### src/rtl/membridge_pkg.sv
// rtl/membridge_pkg.sv - shared parameters, state type and address step for the membridge data path
package membridge_pkg;
   localparam int DW_DEF         = 64;
   localparam int AW_DEF         = 32;
   localparam int LEN_W_DEF      = 4;
   localparam int RD_CREDITS_DEF = 8;
   localparam int ADDR_INC       = DW_DEF / 8;

   typedef enum logic [1:0] {IDLE, WRITE, READ, WAIT_RESP} state_t;

   function automatic int addr_inc(input int dw);
      return dw / 8;
   endfunction
endpackage

### src/rtl/mem_credit_counter.sv
// rtl/mem_credit_counter.sv - up/down counter saturating at MAX, reset to MAX, with zero flag
module mem_credit_counter #(
   parameter int W   = 4,
   parameter int MAX = 8
) (
   input  logic clk,
   input  logic rst,
   input  logic inc,
   input  logic dec,
   output logic zero
);
   logic [W-1:0] count_q, count_d;

   always_comb begin
      count_d = count_q;
      if (inc && !dec) begin
         if (count_q != W'(MAX)) count_d = count_q + W'(1);
      end else if (dec && !inc) begin
         if (count_q != '0) count_d = count_q - W'(1);
      end
   end

   always_ff @(posedge clk or posedge rst) begin
      if (rst) count_q <= W'(MAX);
      else     count_q <= count_d;
   end

   assign zero = (count_q == '0);
endmodule

### src/rtl/mem_port_engine.sv
// rtl/mem_port_engine.sv - burst engine between host write/read FIFOs and the memory request bus
module mem_port_engine
   import membridge_pkg::*;
#(
   parameter int DW         = DW_DEF,
   parameter int AW         = AW_DEF,
   parameter int LEN_W      = LEN_W_DEF,
   parameter int RD_CREDITS = RD_CREDITS_DEF
) (
   input  logic             sys_clk,
   input  logic             sys_rst,
   input  logic             cmd_valid,
   output logic             cmd_ready,
   input  logic             cmd_write,
   input  logic [AW-1:0]    cmd_addr,
   input  logic [LEN_W-1:0] cmd_len,
   output logic             done,
   input  logic             wr_valid,
   input  logic [DW-1:0]    wr_data,
   output logic             wr_ready,
   output logic             rd_valid,
   output logic [DW-1:0]    rd_data,
   input  logic             rd_pop,
   output logic             mem_req,
   output logic             mem_we,
   output logic [AW-1:0]    mem_addr,
   output logic [DW-1:0]    mem_wdata,
   input  logic             mem_gnt,
   input  logic             mem_rvalid,
   input  logic [DW-1:0]    mem_rdata,
   output logic             err
);
   localparam int            CW  = $clog2(RD_CREDITS) + 1;
   localparam int            BW  = LEN_W + 1;
   localparam logic [AW-1:0] INC = AW'(addr_inc(DW));

   state_t        state_q, state_d;
   logic [BW-1:0] beats_q, beats_d, cnt_q, cnt_d, outst_q, outst_d;
   logic          mem_req_q, mem_req_d, mem_we_q, mem_we_d;
   logic [AW-1:0] mem_addr_q, mem_addr_d;
   logic [DW-1:0] mem_wdata_q, mem_wdata_d, rd_data_q, rd_data_d;
   logic          rd_valid_q, rd_valid_d, done_q, done_d, err_q, err_d;
   logic          credits_zero, issue, gnt, slot_free, accept, rsp_ok;

   assign gnt       = mem_req_q & mem_gnt;
   assign slot_free = !mem_req_q | mem_gnt;
   assign cmd_ready = (state_q == IDLE) & !sys_rst;
   assign accept    = cmd_valid & cmd_ready;
   assign rsp_ok    = mem_rvalid & (outst_q != '0);

   mem_credit_counter #(.W(CW), .MAX(RD_CREDITS)) u_rd_credits (
      .clk  (sys_clk),
      .rst  (sys_rst),
      .inc  (rd_pop),
      .dec  (issue),
      .zero (credits_zero)
   );

   // cnt_q counts beats loaded (write) or requests issued (read) in the current burst
   always_comb begin
      state_d     = state_q;
      beats_d     = beats_q;
      cnt_d       = cnt_q;
      mem_req_d   = mem_req_q;
      mem_we_d    = mem_we_q;
      mem_addr_d  = mem_addr_q;
      mem_wdata_d = mem_wdata_q;
      done_d      = 1'b0;
      wr_ready    = 1'b0;
      issue       = 1'b0;
      if (gnt) begin
         mem_addr_d = mem_addr_q + INC;
         mem_req_d  = 1'b0;
      end
      case (state_q)
         IDLE: if (accept) begin
            beats_d    = BW'(cmd_len) + BW'(1);
            mem_addr_d = cmd_addr;
            mem_we_d   = cmd_write;
            cnt_d      = '0;
            if (cmd_write) begin
               state_d = WRITE;
            end else begin
               state_d = READ;
               if (!credits_zero) begin
                  issue     = 1'b1;
                  mem_req_d = 1'b1;
                  cnt_d     = BW'(1);
               end
            end
         end
         WRITE: begin
            wr_ready = wr_valid && (cnt_q < beats_q) && slot_free;
            if (wr_ready) begin
               mem_wdata_d = wr_data;
               mem_req_d   = 1'b1;
               cnt_d       = cnt_q + BW'(1);
            end
            if (gnt && (cnt_q == beats_q)) begin
               state_d  = IDLE;
               mem_we_d = 1'b0;
               done_d   = 1'b1;
            end
         end
         READ: begin
            if ((cnt_q < beats_q) && !credits_zero && slot_free) begin
               issue     = 1'b1;
               mem_req_d = 1'b1;
               cnt_d     = cnt_q + BW'(1);
            end
            if (gnt && (cnt_q == beats_q)) state_d = WAIT_RESP;
         end
         WAIT_RESP: if (outst_q == '0) begin
            state_d = IDLE;
            done_d  = 1'b1;
         end
         default: state_d = IDLE;
      endcase
   end

   always_comb begin
      outst_d    = outst_q;
      err_d      = err_q;
      rd_valid_d = rsp_ok;
      rd_data_d  = rd_data_q;
      if (rsp_ok) rd_data_d = mem_rdata;
      if (mem_rvalid && (outst_q == '0)) err_d = 1'b1;
      case ({gnt && !mem_we_q, rsp_ok})
         2'b10:   outst_d = outst_q + BW'(1);
         2'b01:   outst_d = outst_q - BW'(1);
         default: outst_d = outst_q;
      endcase
   end

   always_ff @(posedge sys_clk or posedge sys_rst) begin
      if (sys_rst) begin
         state_q     <= IDLE;
         beats_q     <= '0;
         cnt_q       <= '0;
         outst_q     <= '0;
         mem_req_q   <= 1'b0;
         mem_we_q    <= 1'b0;
         mem_addr_q  <= '0;
         mem_wdata_q <= '0;
         rd_data_q   <= '0;
         rd_valid_q  <= 1'b0;
         done_q      <= 1'b0;
         err_q       <= 1'b0;
      end else begin
         state_q     <= state_d;
         beats_q     <= beats_d;
         cnt_q       <= cnt_d;
         outst_q     <= outst_d;
         mem_req_q   <= mem_req_d;
         mem_we_q    <= mem_we_d;
         mem_addr_q  <= mem_addr_d;
         mem_wdata_q <= mem_wdata_d;
         rd_data_q   <= rd_data_d;
         rd_valid_q  <= rd_valid_d;
         done_q      <= done_d;
         err_q       <= err_d;
      end
   end

   assign mem_req   = mem_req_q;
   assign mem_we    = mem_we_q;
   assign mem_addr  = mem_addr_q;
   assign mem_wdata = mem_wdata_q;
   assign rd_valid  = rd_valid_q;
   assign rd_data   = rd_data_q;
   assign done      = done_q;
   assign err       = err_q;
endmodule

### config.mk
export PLATFORM = sky130hd
export DESIGN_NAME = mem_port_engine
export DESIGN_NICKNAME = d
export VERILOG_FILES = /design/src/rtl/membridge_pkg.sv /design/src/rtl/mem_credit_counter.sv /design/src/rtl/mem_port_engine.sv
export SDC_FILE = /design/constraint.sdc
export NUM_CORES = 1
export LEC_CHECK = 0
export BUFFER_PORTS_ARGS = -buffer_cell sky130_fd_sc_hd__buf_4
export CELL_PAD_IN_SITES_DETAIL_PLACEMENT = 1
export CELL_PAD_IN_SITES_GLOBAL_PLACEMENT = 1
export CORE_ASPECT_RATIO = 2
export CORE_MARGIN = 4
export CORE_UTILIZATION = 39
export CTS_CLUSTER_SIZE = 28
export DETAILED_ROUTE_END_ITERATION = 10
export GPL_TIMING_DRIVEN = 0
export PLACE_DENSITY = 0.82
export SLEW_MARGIN = 20
export SYNTH_ARGS = -nofsm -noshare
export SYNTH_HDL_FRONTEND = slang
export SYNTH_SLANG_ARGS = --single-unit
export TNS_END_PERCENT = 5
### constraint.sdc
create_clock -name sys_clk -period 14.05 [get_ports sys_clk]
set_input_delay 2.81 -clock sys_clk [delete_from_list [all_inputs] [get_ports sys_clk]]
set_output_delay 2.81 -clock sys_clk [all_outputs]
set_load 0.05 [all_outputs]
==> impl_metrics.env, run 1 <==
export IMPL_fin_crit_sh_pct=53.79
export IMPL_p_leak_uw=0.005874
export IMPL_grt_overflow=0
export IMPL_cpMaxStageDelayCell="nor4b_1"
export IMPL_drv_slew=0
export IMPL_setup_tns_ns=0
export IMPL_rsz0062_at_grt="no"
export IMPL_final_cells=1414
export IMPL_rows=74
export IMPL_drt_met1_wl_um=8731
export IMPL_critical_path_required_ns=11.24
export IMPL_hold_class="reg -> reg"
export IMPL_remaining_drc_errors=0
export IMPL_cts_max_path_buffers=2
export IMPL_synth_ff_type="dfrtp_1"
export IMPL_worstPathBufferInverterCount=4
export IMPL_netlist_top_cell_by_area="dfrtp_1"
export IMPL_crit_arrival_ns=4.75
export IMPL_syn_nets=969
export IMPL_grt_pass1_wl_um=43080
export IMPL_final_common_cell="buf_4"
export IMPL_antenna_cells=0
export IMPL_cts_root_buf="clkbuf_16"
export IMPL_placed_cells=1382
export IMPL_layout_common_cells="buf_4, nand2_1, dfrtp_1"
export IMPL_core_area_um2=20550
export IMPL_cts_htree_levels=4
export IMPL_syn_area_per_cell_um2=10.52
export IMPL_clkSinkCount=186
export IMPL_wl_per_cell_um=20.00
export IMPL_syn_to_final_growth_pct=43.30
export IMPL_fmax_mhz=132.3
export IMPL_fin_nets=1328
export IMPL_slew_headroom_pct=31.94
export IMPL_grt_pass1_vias=7887
export IMPL_setup_viol=0
export IMPL_postRouteWirelength_um=28290
export IMPL_synth_edf_count=0
export IMPL_clk_pin_slew_worst_paths_ns=0.07
export IMPL_antenna_found_initial=0
export IMPL_ys_types=49
export IMPL_ir_drop_mv=0.1223
export IMPL_cts_repair_resized=0
export IMPL_syn_area_um2=8160
export IMPL_cp_top_family="buffers and inverters"
export IMPL_fp_dieW_um=110.3
export IMPL_path_cells="buf_4 -> nand2b_1 -> nand2_1 -> nor4b_1 -> buf_2 -> buf_2 -> buf_4"
export IMPL_io_pins=339
export IMPL_via_per_inst=4.976
export IMPL_start_kind="input pin"
export IMPL_finalHoldViolCount=0
export IMPL_synth_cells=776
export IMPL_wl_met3_um=1980
export IMPL_dr_pass1_iters=4
export IMPL_grt_total_usage_pct=24.42
export IMPL_yosys_warnings=0
export IMPL_drtIter0Drc=174
export IMPL_worst_slew_pin_slew_ns=1.012
export IMPL_skew_ns=0.01342
export IMPL_fin_crit_ns=7.557
export IMPL_ys_seq_elements=186
export IMPL_grt_max_degree=70
export IMPL_async_flop_share_pct=100.0
export IMPL_yosysTopAreaCellShare_pct=56.73
export IMPL_cts_inserted_buffers=17
export IMPL_drive_above_1_share_pct=39.37
export IMPL_highest_layer="met4"
export IMPL_cp_slowest_stage_delay_ns=0.57
export IMPL_gp_congestion=0.8144
export IMPL_insertion_delay_ns=0.44
export IMPL_maxCapViolCount=0
export IMPL_cts_tree="done"
export IMPL_post_dp_hpwl_um=22540
export IMPL_status="complete, no violations"
export IMPL_dr_wl_met2_um=16460
export IMPL_post_cts_setup_buffer_count=0
export IMPL_ys_seq_area_share_pct=57.05
export IMPL_path_class="in -> out"
export IMPL_die_area_um2=23440
export IMPL_report_power_total_uw=3031
export IMPL_synth_area_leaders="dfrtp_1, nand2_1, mux2_2, ha_1, xor2_1"
export IMPL_cp_max_fo=10
export IMPL_antenna_left=0
export IMPL_die_y_um=212.6
export IMPL_powerDensity_nw_per_um2=259.2
export IMPL_numPortBuffers=338
export IMPL_vias=7036
export IMPL_initial_utilization_pct=39.70
export IMPL_crit_path_end_kind="output pin"
export IMPL_postCtsHoldBufs=0
==> flip-flops by register name, indices dropped and copies added, names as in the netlist <==
signal and cells:
rd_data 64, outst_q 5, state_q 2, mem_wdata 64, mem_we 1, u_rd_credits.count_q 4
mem_addr 32, rd_valid 1, beats_q 5, mem_req 1, cnt_q 5, err 1
done 1
==> power by group <==
group	total [uW]	internal, uW	switching (uW)
combinational	1620	533	1090
sequential	909	749	160
clock	498	273	225
total	3030	1550	1480
==> cell type report <==
cell class / count / area [um^2]
inverter: 17 / 71.32
tap: 266 / 332.8
clock buffer: 19 / 442.9
multi-input combinational: 538 / 3298
fill: 2354 / 8861
buffer: 35 / 142.6
sequential: 186 / 4656
timing repair buffer: 340 / 2592
clock inverter: 13 / 157.7
==> metal layers <==
metal  track usage (%)  vias up
li1                  -     3282
met1             22.79     3456
met2             47.40      248
met3             6.776       50
met4             10.71        0
met5                 0        -
==> worst paths after layout <==
kind | slack [ns] | from | endpoint | depth (start not counted)
min in group asynchronous | 2.37 | sys_rst | mem_addr[5]$_DFF_PP0_ | 2
worst max-delay path | 6.49 | mem_gnt | wr_ready | 7
max in group asynchronous | 10.62 | sys_rst | mem_wdata[38]$_DFFE_PP0P_ | 4
worst max register to register | 10.73 | cnt_q[4]$_DFFE_PP0P_ | u_rd_credits.count_q[3]$_DFFE_PP1P_ | 12
worst min register to register | 0.48 | rd_data[4]$_DFFE_PP0P_ | rd_data[4]$_DFFE_PP0P_ | 2
worst min-delay path | 0.48 | rd_data[4]$_DFFE_PP0P_ | rd_data[4]$_DFFE_PP0P_ | 2
==> worst register-to-register path: stages, from the launching register on <==
cell and delay, ns:
dfrtp_1 0.41, ha_1 0.34, nand2_2 0.10, o31ai_2 0.46, o22ai_1 0.30, nor2b_1 0.24, nand2b_1 0.26, ha_1 0.31
a21o_1 0.17, a21o_1 0.22, nor3_1 0.15, a21oi_1 0.09, o211ai_1 0.19
==> cells by family after synthesis <==
| logic type | share of synthesized area, % |
|---|---|
| multiplexers | 10.27 |
| adder cells (fa/ha/maj) | 3.404 |
| buffers and inverters | 2.530 |
| XOR/XNOR | 4.079 |
| flip-flops | 57.05 |
| AND/OR/NAND/NOR | 17.36 |
| AO/OA/AOI/OAI | 5.305 |
==> synth_stat cells, drive strengths merged (2+ instances only) <==
library cell    n
a211o           2
a21o            6
a21oi          37
a22oi           2
and2            3
and3            6
buf            12
clkbuf         23
dfrtp         185
fa              2
ha             19
inv            17
mux2           70
mux2i           5
nand2         227
nand2b          4
nand3          22
nand4           8
nor2           43
nor2b           3
nor3            6
nor4            3
o211ai          2
o21ai          11
o22ai           3
o31ai           4
xnor2          13
xor2           25
==> per-stage QoR <==
stage	util [%]	cell area [um^2]	worst slack [ns]	hold slack, ns
detailed placement	53.97	11090	6.454	0.4539
floorplan	-	8160	6.165	0.4426
global route	56.89	11690	6.234	0.4978
global placement	53.66	11030	3.610	0.4532
finish	56.89	11690	6.493	0.4763
CTS	56.89	11690	6.446	0.4833
Note: power is estimated with default switching activity, not from simulation.
==> run 2, diff against run 1 <==
--- a/config.mk
+++ b/config.mk
@@ -10,11 +10,11 @@
 export CELL_PAD_IN_SITES_GLOBAL_PLACEMENT = 1
 export CORE_ASPECT_RATIO = 2
 export CORE_MARGIN = 4
-export CORE_UTILIZATION = 39
+export CORE_UTILIZATION = 36
 export CTS_CLUSTER_SIZE = 28
 export DETAILED_ROUTE_END_ITERATION = 10
 export GPL_TIMING_DRIVEN = 0
-export PLACE_DENSITY = 0.82
+export PLACE_DENSITY = 0.76
 export SLEW_MARGIN = 20
 export SYNTH_ARGS = -nofsm -noshare
 export SYNTH_HDL_FRONTEND = slang
==> constraint.sdc (replaced) <==
create_clock -name sys_clk -period 7.2 [get_ports sys_clk]
set_input_delay 1.44 -clock sys_clk [delete_from_list [all_inputs] [get_ports sys_clk]]
set_output_delay 1.44 -clock sys_clk [all_outputs]
set_load 0.05 [all_outputs]
==> run 2 against run 1 <==
Compared with the run above: core utilization down 4.4 points; sequential share of layout area about the same; critical path depth unchanged; combinational power up 95%; critical path type unchanged; largest cell class unchanged; largest power group unchanged.
==> impl_metrics.env, run 2 (synthesis gave the netlist of run 1 again) <==
export IMPL_postRouteWirelength_um=28050
export IMPL_fin_crit_sh_pct=67.02
export IMPL_hold_class="reg -> reg"
export IMPL_grt_pass1_wl_um=43440
export IMPL_core_area_um2=22260
export IMPL_wl_per_cell_um=19.68
export IMPL_cp_slowest_stage_delay_ns=0.61
export IMPL_fin_crit_ns=4.825
export IMPL_syn_to_final_growth_pct=43.19
export IMPL_pre_cts_slack_ns=2.223
export IMPL_postCtsHoldBufs=0
export IMPL_io_pins=339
export IMPL_cts_repair_resized=0
export IMPL_multi_input_area_um2=3298
export IMPL_layout_common_cells="buf_4, nand2_1, dfrtp_1"
export IMPL_crit_path_end_kind="output pin"
export IMPL_fill_cells=2538
export IMPL_setup_viol=0
export IMPL_clkSinkCount=186
export IMPL_start_kind="input pin"
export IMPL_cts_inserted_buffers=17
export IMPL_maxCapViolCount=0
export IMPL_rows=77
export IMPL_ir_drop_mv=0.3066
export IMPL_fin_util_pct=52.50
export IMPL_powerDensity_nw_per_um2=502.8
export IMPL_crit_arrival_ns=3.39
export IMPL_cpMaxStageDelayCell="nor4b_1"
export IMPL_cts_max_path_buffers=2
export IMPL_grt_max_degree=72
export IMPL_p_leak_uw=0.005864
export IMPL_cp_max_fo=10
export IMPL_fmax_mhz=207.3
export IMPL_initial_utilization_pct=36.67
export IMPL_vias=7028
export IMPL_cts_tree="done"
export IMPL_antenna_left=0
export IMPL_drive_above_1_share_pct=39.37
export IMPL_path_cells="buf_4 -> nand2b_1 -> nand2_1 -> nor4b_1 -> buf_2 -> buf_2 -> buf_4"
export IMPL_critical_path_required_ns=5.76
export IMPL_post_cts_setup_buffer_count=0
export IMPL_post_dp_hpwl_um=22370
export IMPL_grt_total_usage_pct=22.45
export IMPL_via_per_inst=4.932
export IMPL_cp_top_family="buffers and inverters"
export IMPL_insertion_delay_ns=0.45
export IMPL_numPortBuffers=338
export IMPL_die_y_um=220.9
export IMPL_worstPathBufferInverterCount=4
export IMPL_grt_overflow=0
export IMPL_fin_nets=1328
export IMPL_path_class="in -> out"
export IMPL_status="complete, no violations"
export IMPL_antenna_found_initial=1
export IMPL_drv_slew=0
export IMPL_skew_ns=0.01062
export IMPL_worst_slack_ns=2.375
export IMPL_remaining_drc_errors=0
export IMPL_final_common_cell="buf_4"
export IMPL_cts_htree_levels=4
export IMPL_die_area_um2=25290
export IMPL_regArea_um2=4656
export IMPL_rsz0062_at_grt="no"
export IMPL_gp_congestion=0.7927
export IMPL_fp_dieW_um=114.5
export IMPL_final_area_um2=11690
export IMPL_worst_slew_pin_slew_ns=1.061
export IMPL_dpl_cell_area_um2=11110
export IMPL_cts_root_buf="clkbuf_16"
export IMPL_clk_pin_slew_worst_paths_ns=0.07
export IMPL_finalHoldViolCount=0
export IMPL_slew_headroom_pct=28.70
export IMPL_dr_pass1_iters=6
export IMPL_grt_pass1_vias=7873
export IMPL_drtIter0Drc=228
## run 2: cell types whose count changed in the layout (fill, tap and decap cells not counted), sizes merged
cell	previous run	this run
inv	24	19
clkinv	2	8
diode	0	1
clkbuf	42	41
## run 2: power by group
part	internal (uW)	switching, uW	leakage [uW]
logic	1040	2120	0.00336
registers	1460	316	0.00222
clock network	513	428	0.000280
total	3010	2860	0.00586
## run 2: per-layer routing
| layer | share of wire, % | track usage, % |
|---|---|---|
| met1 | 33 | 21.69 |
| met2 | 57 | 43.20 |
| met3 | 6.0 | 4.975 |
| met4 | 3.7 | 10.63 |
| met5 | 0 | 0 |
## run 2: path summary, 6_finish.rpt
path	start	to	slack [ns]	cells past startpoint
hold / removal	rd_data[15]$_DFFE_PP0P_	rd_data[15]$_DFFE_PP0P_	0.48	2
hold reg to reg	rd_data[15]$_DFFE_PP0P_	rd_data[15]$_DFFE_PP0P_	0.48	2
min in group asynchronous	sys_rst	u_rd_credits.count_q[0]$_DFFE_PP0P_	0.98	2
setup / recovery	mem_gnt	wr_ready	2.37	7
max in group asynchronous	sys_rst	mem_wdata[55]$_DFFE_PP0P_	5.17	4
setup reg to reg	cnt_q[4]$_DFFE_PP0P_	u_rd_credits.count_q[3]$_DFFE_PP1P_	3.87	12
## run 2: stage by stage
step                      instances  total power, uW  hold WS [ns]  setup TNS, ns
after global placement         1390             4881        0.4542        -353.74
final                          1425             5875        0.4790              0
after CTS                      1424             5954        0.4806              0
after floorplan                 776             3907        0.4426              0
after global routing           1425             6191        0.4906              0
after detailed placement       1392             4981        0.4645              0
## run 2: cell type report
class,instances,share of cell area (%)
Antenna cell,1,0.02142
Buffer,35,1.221
Clock buffer,18,3.673
Clock inverter,14,1.264
Inverter,17,0.6103
Multi-Input combinational cell,538,28.23
Sequential cell,186,39.84
Tap cell,276,2.955
Timing Repair Buffer,340,22.19
## run 2: tightest hold or removal path, stage by stage, from the launching register on
cell and delay (ns):
dfrtp_1 0.35, nand2_1 0.05, nand2_1 0.05
